`config.mk`:
```
export PLATFORM = sky130hd
export DESIGN_NAME = move_pulse_gen
export DESIGN_NICKNAME = d
export VERILOG_FILES = /design/src/rtl/move_pulse_gen.sv
export SDC_FILE = /design/constraint.sdc
export NUM_CORES = 1
export LEC_CHECK = 0
export BUFFER_PORTS_ARGS = -buffer_cell sky130_fd_sc_hd__buf_4
export CORE_UTILIZATION = 45
export CTS_CLUSTER_DIAMETER = 200
export DETAILED_ROUTE_END_ITERATION = 12
export PLACE_DENSITY = 0.69
export SYNTH_ARGS = -nofsm -noshare
export SYNTH_HDL_FRONTEND = slang
export SYNTH_SLANG_ARGS = --single-unit
```
`constraint.sdc`:
```
create_clock -name clk -period 1.5 [get_ports clk]
set_input_delay 0.075 -clock clk [delete_from_list [all_inputs] [get_ports clk]]
set_output_delay 0.075 -clock clk [all_outputs]
set_load 0.02 [all_outputs]
```
`src/rtl/move_pulse_gen.sv`:
```
// move_pulse_gen: turns the raw "move" pushbutton into one clean move pulse per press.
// Ports: clk; rst (sync, active-low); btn_in (raw level); move (1-cycle pulse);
//        held (debounced level); press_count (8-bit wrapping pulse count).
// Optional: define MOVE_PULSE_GEN_AUTO_REPEAT_EN for auto-repeat pulses while held.
module move_pulse_gen #(
    parameter int DEBOUNCE_CYCLES = 16,
    parameter int CNT_W           = $clog2(DEBOUNCE_CYCLES),
    parameter int REPEAT_DELAY    = 64,
    parameter int REPEAT_PERIOD   = 16
) (
    input  logic       clk,
    input  logic       rst,
    input  logic       btn_in,
    output logic       move,
    output logic       held,
    output logic [7:0] press_count
);

    typedef enum logic [1:0] {
        IDLE,
        PRESS_WAIT,
        HELD,
        RELEASE_WAIT
    } state_t;

    localparam logic [CNT_W-1:0] CNT_LAST = CNT_W'(DEBOUNCE_CYCLES - 1);

    logic             s1;
    logic             btn_s;
    state_t           state;
    logic [CNT_W-1:0] cnt;

`ifdef MOVE_PULSE_GEN_AUTO_REPEAT_EN
    localparam logic [15:0] RDLY_LAST = 16'(REPEAT_DELAY - 1);
    localparam logic [15:0] RPER_LAST = 16'(REPEAT_PERIOD - 1);

    logic [15:0] rcnt;
    // 0 until the first repeat of this hold has fired
    logic        rep_phase;
`else
    logic unused_rep;
    assign unused_rep = ^{32'(REPEAT_DELAY), 32'(REPEAT_PERIOD)};
`endif

    always_ff @(posedge clk) begin
        if (!rst) begin
            s1          <= 1'b0;
            btn_s       <= 1'b0;
            state       <= IDLE;
            cnt         <= '0;
            move        <= 1'b0;
            held        <= 1'b0;
            press_count <= 8'd0;
`ifdef MOVE_PULSE_GEN_AUTO_REPEAT_EN
            rcnt        <= 16'd0;
            rep_phase   <= 1'b0;
`endif
        end else begin
            s1    <= btn_in;
            btn_s <= s1;
            // move is a strobe: dropped on every edge unless re-armed below
            move  <= 1'b0;
            case (state)
                IDLE: begin
                    cnt <= '0;
                    if (btn_s) begin
                        state <= PRESS_WAIT;
                    end
                end
                PRESS_WAIT: begin
                    if (!btn_s) begin
                        state <= IDLE;
                        cnt   <= '0;
                    end else if (cnt == CNT_LAST) begin
                        state       <= HELD;
                        held        <= 1'b1;
                        move        <= 1'b1;
                        press_count <= press_count + 8'd1;
                        cnt         <= '0;
`ifdef MOVE_PULSE_GEN_AUTO_REPEAT_EN
                        rcnt        <= 16'd0;
                        rep_phase   <= 1'b0;
`endif
                    end else begin
                        cnt <= cnt + 1'b1;
                    end
                end
                HELD: begin
                    if (!btn_s) begin
                        state <= RELEASE_WAIT;
                        cnt   <= '0;
                    end
`ifdef MOVE_PULSE_GEN_AUTO_REPEAT_EN
                    else if (rcnt == (rep_phase ? RPER_LAST : RDLY_LAST)) begin
                        move        <= 1'b1;
                        press_count <= press_count + 8'd1;
                        rcnt        <= 16'd0;
                        rep_phase   <= 1'b1;
                    end else begin
                        rcnt <= rcnt + 16'd1;
                    end
`endif
                end
                RELEASE_WAIT: begin
                    if (btn_s) begin
                        // release bounce: back to HELD without a new pulse
                        state     <= HELD;
                        cnt       <= '0;
`ifdef MOVE_PULSE_GEN_AUTO_REPEAT_EN
                        rcnt      <= 16'd0;
                        rep_phase <= 1'b0;
`endif
                    end else if (cnt == CNT_LAST) begin
                        state <= IDLE;
                        held  <= 1'b0;
                        cnt   <= '0;
                    end else begin
                        cnt <= cnt + 1'b1;
                    end
                end
                default: begin
                    state <= IDLE;
                    held  <= 1'b0;
                    cnt   <= '0;
                end
            endcase
        end
    end

endmodule

```
==> reports/qor.csv <==
stage,metric,value,unit
worst_hold_path,Hold WC Path Type,in2reg,
yosys,Syn Inst Count,88,
detailed_routing,Wirelength per Cell,13.33,um
power_and_ir_drop,Total Power,820.2,uW
cts,Sinks on Clock Net,18,
sta,min cycle time layout,1427,ps
detailed_routing,DRT iter0 DRCs,18,
global_routing,largest net degree at the start of global routing,14,
detailed_routing,Detailed Route WL,1.760,mm
worst_hold_path,Hold Path End,btn_s$_SDFF_PN0_,
sta,final setup margin,72.62,ps
worst_setup_path,nature of the critical path endpoint,register,
worst_setup_path,reg-to-reg endpoint,press_count[0]$_SDFFE_PN0P_,
worst_setup_path,Worst Setup Path Type,reg2reg,
cts,CTS tree,built,
worst_setup_path,flop-to-flop setup slack,70,ps
worst_hold_path,Hold Crit Start,rst,
yosys,adder-cell share of the synthesized area,3.175,%
yosys,synth top area cells,"dfxtp_1 46%, a21oi_1 5.7%, o31ai_1 3.8%, or4_1 3.8%, nand2_1 3.3%",
global_routing,gr ovfl total,0,
finish,Area growth syn-to-layout,35.24,%
yosys,area share of the largest cell type after synthesis,45.71,%
sta,relative slew slack,70.75,%
placement,DP Wirelength,1.140,mm
yosys,multiplexer share of the synthesized area,1.270,%
global_routing,GRT Total Usage,19.37,%
yosys,cell area after synthesis,788.3,sq um
power_and_ir_drop,pwr/cell area,769.4,nW/um^2
floorplanning,initial core utilization,50.00,%
detailed_routing,TritonRoute pass-1 iters,7,
worst_setup_path,crit path max fanout,6,
detailed_routing,via count,754,
detailed_routing,Routed Antenna Nets,0,
floorplanning,row cnt,14,
floorplanning,Top-Level Pins,13,
global_routing,first-pass GRT wire length,2.801,mm
cts,Clock Root Buffer,clkbuf_4,
yosys,ys flop type,dfxtp_1,
yosys,"Seq/Total Area, Yosys",45.71,%
yosys,synth unique cells,28,
cts,Skew-Pair Late Insertion Delay,290,ps
global_routing,vias in the first global route,667,
floorplanning,Die X,43.86,um
cts,CTS Buf Count,3,
detailed_routing,# DRC,0,
worst_setup_path,slowest CP cell,dfxtp_1,
yosys,Post-synth EDFFs,0,
run_status,status,completed,
yosys,XOR/XNOR share of the synthesized area,3.333,%
sta,Final period util,95.16,%
yosys,synth warn,0,
flow_run,Max-cap violations,0,
floorplanning,die height,43.86,um
yosys,asr flop ratio synth,0,%
worst_setup_path,slowest cell delay on critical path,390,ps
yosys,commonest cells in the synthesized netlist,"18 x dfxtp_1, 9 x a21oi_1, 7 x nand2_1",
yosys,synthesized net count,93,
yosys,main combinational cell family by area after synthesis,simple AND/OR/NAND/NOR gates,
yosys,Yosys reg bits,18,
cts,CTS Buffer Depth,2,
yosys,most common cell in the netlist,dfxtp_1,
worst_setup_path,Top Family by Delay on Critical Path,simple AND/OR/NAND/NOR gates,
finish,share of cells above drive strength 1,29.31,%
sta,worst-margin pin slew,438.2,ps
power_and_ir_drop,worst IR drop on VDD,0.5747,mV
detailed_routing,Via density,5.712,
global_routing,initial antenna violation count,0,
sta,skew final,4.167,ps
finish,Filler cells,133,
worst_setup_path,ordered list of cells on the worst path,ha_4 > nand4_4 > buf_4 > or3_1 > a21oi_1,
sta,setup violators final,0,
placement,final RePlAce weighted congestion,0.7790,
cts,clock-pin transition on the worst setup and hold timing paths,100,ps
worst_setup_path,data required time at the worst endpoint,1720,ps
worst_setup_path,Crit path buffers/inverters,1,
worst_setup_path,worst setup path start,cnt[1]$_SDFFE_PN0P_,
finish,# diodes,0,
sta,Fmax achieved,700.6,MHz
finish,"Net count, final",122,
yosys,Synth Area per Inst,8.957,sq um
yosys,post-synthesis simple-gate area fraction,27.30,%
placement,I/O Buffers,12,
worst_setup_path,crit path launch type,register,
worst_setup_path,reg2reg start,cnt[1]$_SDFFE_PN0P_,
cts,H-tree depth,1,
power_and_ir_drop,Static Leak,0.0004380,uW
sta,Max Slew Vio Count,0,
floorplanning,area of the die,1923,sq um
yosys,largest area contributor in the synthesized netlist,dfxtp_1,
placement,pre-CTS setup slack,-70.84,ps
worst_setup_path,worst reg2reg path depth,5,
floorplanning,CORE AREA,1577,sq um
sta,Hold Fails Final Rpt,0,
yosys,compound-cell area share of the yosys netlist,15.71,%
worst_hold_path,Worst Hold Depth,2,
worst_setup_path,"Arr. time, crit path",1650,ps
## worst max-delay path by stage
stage	end	slack, ps	depth (start not counted)
floorplan	press_count[5]$_SDFFE_PN0P_	60	4
global route	press_count[7]$_SDFFE_PN0P_	-10	4
CTS	press_count[4]$_SDFFE_PN0P_	9	4
global placement	press_count[6]$_SDFFE_PN0P_	-9	4
finish	press_count[0]$_SDFFE_PN0P_	70	5
detailed placement	press_count[0]$_SDFFE_PN0P_	-70	5
## worst reg2reg max path: stages (launching register included)
cell and delay, ps:
dfxtp_1 390, ha_4 180, nand4_4 110, buf_4 180, or3_1 350, a21oi_1 150
## routing by layer
layer / vias up / wire (um) / track usage (%) / part of all wire, %
met4: 0 / 18 / 7.273 / 1.0
li1: 384 / - / - / -
met5: - / 0 / 0 / 0
met1: 347 / 837 / 25.51 / 48
met3: 2 / 67 / 3.750 / 3.8
met2: 21 / 837 / 31.34 / 48
## per-stage QoR
| step | std cells | TNS, ps | area, sq um | utilization (%) | hold WS (ps) |
|---|---|---|---|---|---|
| 5_1_grt | 132 | -16.42 | 1066 | 67.62 | 48.18 |
| 2_1_floorplan | 88 | 0 | 788.3 | - | 196.7 |
| 3_3_place_gp | 123 | -18.29 | 960.9 | 60.95 | 285.4 |
| 6_report | 132 | 0 | 1066 | 67.62 | 45.60 |
| 3_5_place_dp | 123 | -265.9 | 960.9 | 60.95 | 293.9 |
| 4_1_cts | 128 | 0 | 1018 | 64.60 | 44.09 |
## power breakdown
group / leakage [uW] / internal (uW) / switching [uW]
combinational: 0.000270 / 15.8 / 20.9
clock: 0.0000210 / 148 / 148
sequential: 0.000147 / 483 / 4.04
total: 0.000438 / 647 / 173
## cell families (layout without fill, tap and decap cells)
family / Yosys count / in the layout
DFF: 18 / 18
buffers and inverters: 7 / 34
muxes: 1 / 1
and+or+nand+nor: 36 / 37
AOI/OAI and AO/OA: 21 / 21
adders and majority gates: 2 / 2
xor gates and xnor gates: 3 / 3
## final cells by class
type	count	area, sq um	area share (%)
flip-flops and latches	18	362.8	34.04
inverters	4	15.01	1.408
clock buffers	4	36.28	3.404
well taps	16	20.02	1.878
multi-input cells	64	434.2	40.73
repair buffers	26	197.7	18.54
## layout by cell type (no fill, tap or decap)
cell type | netlist | routed
o31ai_1 | 4 | 4
nand4_4 | 0 | 1
a31oi_1 | 1 | 1
and4_1 | 1 | 1
clkbuf_8 | 0 | 1
nor2_1 | 3 | 3
dfxtp_1 | 18 | 16
dfxtp_2 | 0 | 2
or4_1 | 4 | 4
or3_1 | 2 | 2
and3_1 | 1 | 1
and3b_1 | 1 | 1
inv_1 | 4 | 4
nand2b_1 | 2 | 2
ha_1 | 2 | 1
nand4_1 | 2 | 2
nand4b_1 | 1 | 1
dlygate4sd3_1 | 0 | 1
clkbuf_4 | 0 | 3
a32oi_1 | 2 | 2
nand3b_1 | 2 | 2
ha_4 | 0 | 1
mux2i_1 | 1 | 1
and2_1 | 2 | 2
buf_4 | 0 | 25
nand2_1 | 7 | 7
nand3_1 | 5 | 5
o21ai_0 | 5 | 5
nand4_2 | 1 | 1
nor2b_1 | 1 | 1
xor2_1 | 3 | 3
nor4_1 | 1 | 1
a21oi_1 | 9 | 9
## registers in the layout (all words and copies together), names as in the netlist, named ones only
name / count
press_count: 8
cnt: 4
btn_s: 1
held: 1
move: 1
s1: 1
state: 1
## timing repair
item / in CTS / in global routing
hold endpoints to repair: 1 / 0
setup buffers: 0 / 3
gates cloned: 0 / 1
resized for setup: 2 / 3
hold buffers: 1 / 0
setup endpoints to repair: 5 / 5
pin swaps: 1 / 0
Power figures use the tool's default switching activity.
